`config.mk`:
```
export PLATFORM = sky130hd
export DESIGN_NAME = rc4_stream_encryptor
export DESIGN_NICKNAME = d
export VERILOG_FILES = /design/src/rtl/rc4_stream_encryptor.sv
export SDC_FILE = /design/constraint.sdc
export NUM_CORES = 1
export LEC_CHECK = 0
export BUFFER_PORTS_ARGS = -buffer_cell sky130_fd_sc_hd__buf_4
export CORE_ASPECT_RATIO = 0.7
export CORE_MARGIN = 4
export CORE_UTILIZATION = 53
export CTS_CLUSTER_DIAMETER = 200
export DETAILED_ROUTE_END_ITERATION = 10
export GPL_ROUTABILITY_DRIVEN = 0
export PLACE_DENSITY = 0.76
export SLEW_MARGIN = 20
export SYNTH_ARGS = -nofsm -noshare
export SYNTH_HDL_FRONTEND = slang
export SYNTH_SLANG_ARGS = --single-unit
```
`constraint.sdc`:
```
create_clock -name CLOCK_50 -period 2.94 [get_ports CLOCK_50]
set_clock_uncertainty 0.15 [all_clocks]
set_input_delay 0.441 -clock CLOCK_50 [delete_from_list [all_inputs] [get_ports CLOCK_50]]
set_output_delay 0.441 -clock CLOCK_50 [all_outputs]
set_load 0.01 [all_outputs]
```
`src/rtl/rc4_stream_encryptor.sv`:
```
// Streaming RC4 encryptor: builds and key-schedules an external 256-byte S-memory,
// then XORs plaintext with keystream. Optional build macro: RC4_CHECKSUM_EN.
module rc4_stream_encryptor #(
    parameter int MSG_LEN = 32
) (
    input  logic        CLOCK_50,
    input  logic        reset_n,
    input  logic        start,
    input  logic [23:0] secret_key,
    input  logic [7:0]  pt_data,
    input  logic        pt_valid,
    output logic        pt_ready,
    output logic [7:0]  ct_data,
    output logic        ct_valid,
    input  logic        ct_ready,
    output logic [7:0]  s_addr,
    output logic [7:0]  s_wdata,
    output logic        s_wren,
    input  logic [7:0]  s_rdata,
    output logic        busy,
`ifdef RC4_CHECKSUM_EN
    output logic [7:0]  checksum,
`endif
    output logic        done
);

    // state | meaning
    // IDLE  | waiting for start
    // INIT  | S[i] = i sweep
    // K_RI  | KSA: read S[i]          K_WI  | KSA: read latency
    // K_RJ  | KSA: take si, read S[j] K_WJ  | KSA: read latency
    // K_WRJ | KSA: take sj, S[j]=si   K_WRI | KSA: S[i]=sj
    // P_RI  | PRGA: i++, read S[i]    P_WI  | PRGA: read latency
    // P_RJ  | PRGA: take si, read S[j] P_WJ | PRGA: read latency
    // P_WRJ | PRGA: take sj, S[j]=si  P_WRI | PRGA: S[i]=sj
    // P_RF  | PRGA: read S[si+sj]     P_WF  | PRGA: read latency
    // P_PT  | waiting for plaintext   P_CT  | presenting ciphertext
    // DONE  | one-cycle completion pulse
    typedef enum logic [4:0] {
        IDLE, INIT, K_RI, K_WI, K_RJ, K_WJ, K_WRJ, K_WRI,
        P_RI, P_WI, P_RJ, P_WJ, P_WRJ, P_WRI, P_RF, P_WF,
        P_PT, P_CT, DONE
    } state_t;

    localparam logic [7:0] MSG_LEN_B = 8'(MSG_LEN);

    state_t      state_q, state_d;
    logic [23:0] key_q, key_d;
    logic [7:0]  i_q, i_d, j_q, j_d;
    logic [7:0]  si_q, si_d, sj_q, sj_d, f_q, f_d;
    logic [7:0]  cnt_q, cnt_d;
    logic [1:0]  kidx_q, kidx_d;
    logic        pt_ready_d, ct_valid_d, s_wren_d, busy_d, done_d;
    logic [7:0]  ct_data_d, s_addr_d, s_wdata_d;
    logic [7:0]  key_byte, i_inc, cnt_inc, j_ksa, j_prga;
`ifdef RC4_CHECKSUM_EN
    logic [7:0]  chk_q, chk_d;
    assign checksum = chk_q;
`endif

    // kidx tracks i mod 3 so no divider is needed
    always_comb begin
        case (kidx_q)
            2'd0:    key_byte = key_q[23:16];
            2'd1:    key_byte = key_q[15:8];
            default: key_byte = key_q[7:0];
        endcase
    end

    assign i_inc   = i_q + 8'd1;
    assign cnt_inc = cnt_q + 8'd1;
    assign j_ksa   = j_q + s_rdata + key_byte;
    assign j_prga  = j_q + s_rdata;

    always_ff @(posedge CLOCK_50 or negedge reset_n) begin
        if (!reset_n) begin
            state_q <= IDLE;
        end else begin
            state_q <= state_d;
        end
    end

    always_ff @(posedge CLOCK_50 or negedge reset_n) begin
        if (!reset_n) begin
            key_q    <= '0;
            i_q      <= '0;
            j_q      <= '0;
            si_q     <= '0;
            sj_q     <= '0;
            f_q      <= '0;
            cnt_q    <= '0;
            kidx_q   <= '0;
            pt_ready <= 1'b0;
            ct_valid <= 1'b0;
            ct_data  <= '0;
            s_addr   <= '0;
            s_wdata  <= '0;
            s_wren   <= 1'b0;
            busy     <= 1'b0;
            done     <= 1'b0;
`ifdef RC4_CHECKSUM_EN
            chk_q    <= '0;
`endif
        end else begin
            key_q    <= key_d;
            i_q      <= i_d;
            j_q      <= j_d;
            si_q     <= si_d;
            sj_q     <= sj_d;
            f_q      <= f_d;
            cnt_q    <= cnt_d;
            kidx_q   <= kidx_d;
            pt_ready <= pt_ready_d;
            ct_valid <= ct_valid_d;
            ct_data  <= ct_data_d;
            s_addr   <= s_addr_d;
            s_wdata  <= s_wdata_d;
            s_wren   <= s_wren_d;
            busy     <= busy_d;
            done     <= done_d;
`ifdef RC4_CHECKSUM_EN
            chk_q    <= chk_d;
`endif
        end
    end

    // Outputs are registered with the values belonging to the state being entered.
    always_comb begin
        state_d    = state_q;
        key_d      = key_q;
        i_d        = i_q;
        j_d        = j_q;
        si_d       = si_q;
        sj_d       = sj_q;
        f_d        = f_q;
        cnt_d      = cnt_q;
        kidx_d     = kidx_q;
        pt_ready_d = pt_ready;
        ct_valid_d = ct_valid;
        ct_data_d  = ct_data;
        s_addr_d   = s_addr;
        s_wdata_d  = s_wdata;
        s_wren_d   = s_wren;
        busy_d     = busy;
        done_d     = 1'b0;
`ifdef RC4_CHECKSUM_EN
        chk_d      = chk_q;
`endif
        case (state_q)
            IDLE: begin
                if (start) begin
                    key_d     = secret_key;
                    i_d       = '0;
                    j_d       = '0;
                    cnt_d     = '0;
                    kidx_d    = '0;
                    busy_d    = 1'b1;
                    s_addr_d  = '0;
                    s_wdata_d = '0;
                    s_wren_d  = 1'b1;
`ifdef RC4_CHECKSUM_EN
                    chk_d     = '0;
`endif
                    state_d   = INIT;
                end
            end
            INIT: begin
                if (i_q == 8'd255) begin
                    i_d      = '0;
                    j_d      = '0;
                    kidx_d   = '0;
                    s_wren_d = 1'b0;
                    s_addr_d = '0;
                    state_d  = K_RI;
                end else begin
                    i_d       = i_inc;
                    s_addr_d  = i_inc;
                    s_wdata_d = i_inc;
                end
            end
            K_RI: state_d = K_WI;
            K_WI: begin
                si_d     = s_rdata;
                j_d      = j_ksa;
                s_addr_d = j_ksa;
                state_d  = K_RJ;
            end
            K_RJ: state_d = K_WJ;
            K_WJ: begin
                sj_d      = s_rdata;
                s_addr_d  = j_q;
                s_wdata_d = si_q;
                s_wren_d  = 1'b1;
                state_d   = K_WRJ;
            end
            K_WRJ: begin
                s_addr_d  = i_q;
                s_wdata_d = sj_q;
                state_d   = K_WRI;
            end
            K_WRI: begin
                s_wren_d = 1'b0;
                if (i_q == 8'd255) begin
                    // i wraps to 0 and PRGA immediately pre-increments it
                    i_d      = 8'd1;
                    j_d      = '0;
                    s_addr_d = 8'd1;
                    state_d  = P_RI;
                end else begin
                    i_d      = i_inc;
                    s_addr_d = i_inc;
                    kidx_d   = (kidx_q == 2'd2) ? 2'd0 : kidx_q + 2'd1;
                    state_d  = K_RI;
                end
            end
            P_RI: state_d = P_WI;
            P_WI: begin
                si_d     = s_rdata;
                j_d      = j_prga;
                s_addr_d = j_prga;
                state_d  = P_RJ;
            end
            P_RJ: state_d = P_WJ;
            P_WJ: begin
                sj_d      = s_rdata;
                s_addr_d  = j_q;
                s_wdata_d = si_q;
                s_wren_d  = 1'b1;
                state_d   = P_WRJ;
            end
            P_WRJ: begin
                s_addr_d  = i_q;
                s_wdata_d = sj_q;
                state_d   = P_WRI;
            end
            P_WRI: begin
                s_wren_d = 1'b0;
                s_addr_d = si_q + sj_q;
                state_d  = P_RF;
            end
            P_RF: state_d = P_WF;
            P_WF: begin
                f_d        = s_rdata;
                pt_ready_d = 1'b1;
                state_d    = P_PT;
            end
            P_PT: begin
                if (pt_valid) begin
                    ct_data_d  = pt_data ^ f_q;
                    ct_valid_d = 1'b1;
                    pt_ready_d = 1'b0;
                    state_d    = P_CT;
                end
            end
            P_CT: begin
                if (ct_ready) begin
                    ct_valid_d = 1'b0;
                    cnt_d      = cnt_inc;
`ifdef RC4_CHECKSUM_EN
                    chk_d      = chk_q ^ ct_data;
`endif
                    if (cnt_inc == MSG_LEN_B) begin
                        busy_d  = 1'b0;
                        done_d  = 1'b1;
                        state_d = DONE;
                    end else begin
                        i_d      = i_inc;
                        s_addr_d = i_inc;
                        state_d  = P_RI;
                    end
                end
            end
            DONE: state_d = IDLE;
            default: state_d = IDLE;
        endcase
    end

endmodule
```
After elaboration in Yosys (flattened, before gate mapping)

Cells that the tools add are included.

Reductions and logical operators: 29
Eq/ne operators: 30
Bitwise gates (word level): 1
Add/sub/neg operators: 6
Muxes and demuxes: 40

Operators with widths:

| cell                                                | count |
|---|---|
| one-hot mux 8 bit (4 select lines)                  | 3 |
| one-hot mux 5 bit (18 select lines)                 | 1 |
| one-hot mux 8 bit (9 select lines)                  | 1 |
| 2-to-1 mux 8 bit                                    | 8 |
| equality test 5 x 4 -> 1 bit, second input constant | 8 |
| one-hot mux 8 bit (2 select lines)                  | 2 |
| 2-to-1 mux 5 bit                                    | 5 |
| adder 8 bit                                         | 3 |
| equality test 5 x 3 -> 1 bit, second input constant | 4 |
| AND reduction 4 bit                                 | 5 |
| adder 8 x 1 -> 8 bit, second input constant         | 2 |
| != test 2 bit, second input constant                | 8 |
| nonzero test 4 bit                                  | 4 |
| AND reduction 3 bit                                 | 5 |
| equality test 5 x 2 -> 1 bit, second input constant | 2 |
| equality test 5 bit, second input constant          | 2 |
| 2-to-1 mux 1 bit                                    | 10 |
| OR reduction 2 bit                                  | 5 |
| nonzero test 9 bit                                  | 1 |
| equality test 8 x 6 -> 1 bit, second input constant | 1 |
| equality test 8 bit, second input constant          | 1 |
| 2-to-1 mux 2 bit                                    | 4 |
| bitwise XOR 8 bit                                   | 1 |
| one-hot mux 1 bit (2 select lines)                  | 3 |
| other kinds (13)                                    | 17 |

Input bits: 45
Output and inout port bits: 29
Register bits after elaboration: 108
Logic and storage cells: 123

Longest topological paths before layout

Depth in word-level cells: 5
Depth in mapped cells: 14
Depth with buffers taken out: 14

Worst setup path after synthesis

Ideal clock, no wire load.

Path kind: input port to flip-flop
From: in s_rdata[0]
To: reg j_q[7]
Library setup time: 64 ps
Buffers on the path: 0
Required time: 2726 ps
Slack: -267 ps
Stages on the path: 13
Arrival time: 2993 ps
Path through: ha_1 > fa_1 > a211oi_1 > o21bai_1 > a21oi_1 > xnor2_1 > ha_1 > or3_1 > o211ai_1 > xnor2_1 > or4_1 > mux2i_1 > a21o_1

Word-level cells in the longest chain between the ends: 3

RTL lines:

| item                                   | RTL line | RTL |
|---|---|---|
| from (decl)                            | 19       | `input logic [7:0] s_rdata,` |
| adder 8 bit (*)                        | 72, 73   |  |
| adder 8 bit                            | 72       | `assign j_ksa = j_q + s_rdata + key_byte;` |
| one-hot mux 8 bit (4 select lines) (*) | 149      | `case (state_q)` |
| to (signal assigned)                   | 107      | `j_q <= j_d;` |
| to (decl)                              | 49       | `logic [7:0] i_q, i_d, j_q, j_d;` |

Every way passes the cells marked *; elsewhere a longest branch is shown, timed or not.
A chain may end at the register's enable or synchronous reset.

Final worst setup path

From: reg j_q[0]
To: reg j_q[7]

Word-level cells in the longest chain between the ends: 3

RTL lines:

| item                                   | RTL line |
|---|---|
| adder 8 bit (*)                        | 72, 73 |
| adder 8 bit                            | 72 |
| one-hot mux 8 bit (4 select lines) (*) | 149 |

Marks and branches as above.

==> metrics <==
outcome=finished, violations left; failing checks=negative hold slack, negative setup slack; relative slew slack=52.5%; worst-case vdd ir drop=435 uV; CP startpoint=j_q[0]$_DFFE_PN0P_; Critical R2R Capture=j_q[7]$_DFFE_PN0P_; final wirelength=17200 um; Die H=99.0 um; Internal Pwr Total=0.00498 W; number of flops mapped to enable cells by yosys=0; area of the die=0.0137 sq mm; number of placement rows=32; Num CTS Buffers=9; flip-flop count of the largest register, all copies and words added=24; kind of start point of the critical path=flop; wire length of the first global-routing pass=28100 um; fin nets=803; CTS hold repair buffers=0; setup slack at placement=-0.481 ns; Final Hold Slack=-0.0355 ns; Sinks on Clock Net=108; share of Yosys cell area claimed by the top area cell type=43.1%; library cells used by synthesis=73; via/cell ratio=6.14; count of antenna diodes in the layout=0; Synth-to-Final Area Change=25.1%; largest net degree at the start of global routing=109; effective utilization at floorplan=55.5%; Final min period=3.34 ns; clock edge transition at the registers on the reported setup and hold paths=0.07 ns; Primary FF master, synth=dfrtp_1; switching power of the nets=0.00351 W; layout cells sized above 1=32.2%; Design Area, Final=0.00784 sq mm; part of the power in combinational logic=57.8%; crit path max fanout=3; antenna-violating nets left=0; register bit total from synthesis=108; Core Box Area=0.0113 sq mm; total number of vias=5459; cell types occupying the most area after synthesis=dfrtp_1 43%, mux2_2 8.4%, ha_1 4.8%; switching share of power=41.4%; Die Wd=138 um; synthesized netlist net count=689; final setup fails=5; Power Density=1080 mW/mm^2; post-layout instance count excluding filler cells=889; required time of the critical path=3.09 ns; Final Cycle Share=114%; top register by number of flip-flops=key_q; count of final max-slew check failures=0; DP Cell Count=865; share of flip-flops with an asynchronous set or reset after synthesis=100%; Crit Reg-Reg Startpoint=j_q[0]$_DFFE_PN0P_; detailed placement HPWL=12100 um; clk root buf=clkbuf_16; Achievable Freq=299 MHz; total global routing track utilization=26.0%; minimum setup slack in the final design=-0.403 ns; number of top-level pins=74; total number of H-tree levels=3; Leak Pwr=3.60 nW; part of the Yosys area used for sequential elements=43.1%; proportion of power drawn by flip-flops and latches=26.6%; clock latency reported for the late side of the worst-skew pair=0.35 ns; detailed-route wire length per cell=19.4 um; Iter 0 DRT Violations=513; setup slack of the most critical reg-to-reg path=-0.40 ns; vias in the first global route=5600; Ys Warns=0; clock tree from TritonCTS=yes; unrepaired setup endpoints after global routing=true; number of detailed-route iterations in the first pass=5; worst-margin pin slew=0.711 ns; cell type contributing the most total cell area after synthesis=dfrtp_1; aggregate negative setup slack=-1.16 ns; Port Buf Inserts=73; final global-route overflow total=0; Netlist Area Pre-Place=0.00626 sq mm; DRC=0; antenna violations before repair=0; maximum capacitance violations=0; Critical Path Sink Type=flop; fraction of the core area covered by cells at the end of the flow=69.4%; total cell area at the placement stage=0.00731 sq mm; number of hold violations in the final report=13; depth of the worst register-to-register path=13; end point of the critical path=j_q[7]$_DFFE_PN0P_; share of power burned in the clock network=15.6%; cell count after synthesis=617; arrival time of data at the critical path endpoint=3.49 ns; Crit Path Category=flop to flop; maximum clock path buffer count=2; worst min-delay path category=input pin to async pin; average footprint of a synthesized cell=10.2 sq um
==> power groups by stage <==
stage	registers, W	clock network (W)	logic, W
after global routing	0.00232	0.00140	0.00529
after floorplan	0.00220	0	0.00290
after detailed placement	0.00228	0	0.00419
final	0.00226	0.00132	0.00490
after CTS	0.00225	0.00134	0.00455
after global placement	0.00225	0	0.00401
==> worst min path at each step <==
stage	from	endpoint	slack (ns)	cells after the start
3_5_place_dp	pt_ready$_DFFE_PN0P_	pt_ready$_DFFE_PN0P_	0.32	1
5_1_grt	reset_n	key_q[17]$_DFFE_PN0P_	0.06	2
2_1_floorplan	reset_n	busy$_DFFE_PN0P_	-0.005	0
4_1_cts	reset_n	j_q[3]$_DFFE_PN0P_	0.05	2
3_3_place_gp	pt_ready$_DFFE_PN0P_	pt_ready$_DFFE_PN0P_	0.31	1
6_report	reset_n	j_q[3]$_DFFE_PN0P_	-0.04	2
==> per-layer routing <==
| layer | vias up | part of all wire, % | global-route usage (%) | wire, um |
|---|---|---|---|---|
| li1 | 2492 | - | - | - |
| met1 | 2699 | 43 | 34.2 | 7340 |
| met2 | 226 | 48 | 42.6 | 8240 |
| met3 | 42 | 7.1 | 5.56 | 1220 |
| met4 | 0 | 2.5 | 9.57 | 432 |
| met5 | - | 0 | 0 | 0 |
==> per-stage QoR <==
| step | hold slack, ns | power, W |
|---|---|---|
| 2_1_floorplan | -0.00459 | 0.00510 |
| 3_3_place_gp | 0.313 | 0.00626 |
| 6_report | -0.0355 | 0.00849 |
| 3_5_place_dp | 0.320 | 0.00647 |
| 4_1_cts | 0.0463 | 0.00814 |
| 5_1_grt | 0.0620 | 0.00901 |
==> area by class of cell <==
cell class              count  area (sq um)
well taps                 153           191
inverters                  10          37.5
fillers                   857          3450
repair buffers            134          1020
clock inverters             5          82.6
multi-input cells         468          3570
clock buffers              11           233
flip-flops and latches    108          2700
==> cells in the final DEF (no fill, tap or decap), types with 10 or more instances in the layout <==
master | netlist | final
buf_4 | 1 | 132
dfrtp_1 | 108 | 107
nand2_1 | 70 | 69
o21ai_0 | 55 | 49
mux2_2 | 47 | 47
a21oi_1 | 34 | 31
nor2_1 | 26 | 26
xnor2_1 | 28 | 24
ha_1 | 24 | 19
a21o_1 | 13 | 13
xor2_1 | 11 | 10
o21ai_1 | 7 | 10
inv_1 | 10 | 10
a222oi_1 | 10 | 10
==> kinds of logic after synthesis <==
| logic type | share of synthesized area, % |
|---|---|
| AO/OA/AOI/OAI | 19.3 |
| XOR/XNOR | 5.45 |
| adder cells (fa/ha/maj) | 5.75 |
| buffers and inverters | 3.04 |
| flip-flops | 43.1 |
| multiplexers | 10.8 |
| AND/OR/NAND/NOR | 12.5 |
==> worst max-delay path, cell delays in order, from the launching register on <==
cell and delay (ns):
dfrtp_1 0.41, ha_4 0.19, fa_2 0.37, a211oi_2 0.20
o21bai_1 0.14, a21oi_2 0.22, xnor2_2 0.09, ha_2 0.20
or3_1 0.36, o211ai_1 0.20, xnor2_2 0.11, or4_1 0.39
mux2i_1 0.14, a21o_1 0.10
==> synth_stat cells, drive strengths merged (3+ instances only) <==
| master | count |
|---|---|
| a221o | 3 |
| nor3 | 9 |
| xor2 | 11 |
| mux2 | 52 |
| or4 | 3 |
| a22oi | 3 |
| o21ai | 62 |
| and3 | 5 |
| xnor2 | 28 |
| nor2 | 27 |
| o22ai | 3 |
| nor2b | 7 |
| nand4 | 3 |
| a211oi | 13 |
| a31oi | 3 |
| dfrtp | 108 |
| a22o | 3 |
| clkbuf | 8 |
| a21o | 13 |
| nand2 | 71 |
| o31ai | 5 |
| or3 | 8 |
| o211ai | 4 |
| and2 | 3 |
| fa | 3 |
| ha | 24 |
| a21boi | 3 |
| inv | 10 |
| a21oi | 35 |
| mux2i | 9 |
| nand3 | 8 |
| a222oi | 10 |
| o21bai | 4 |
| buf | 23 |
| nand2b | 3 |
==> what timing repair did <==
item	in CTS	in global routing
gates resized for setup	19	11
pin swaps	10	11
setup endpoints to repair	6	9
buffers inserted	9	1
Power figures use the tool's default switching activity.
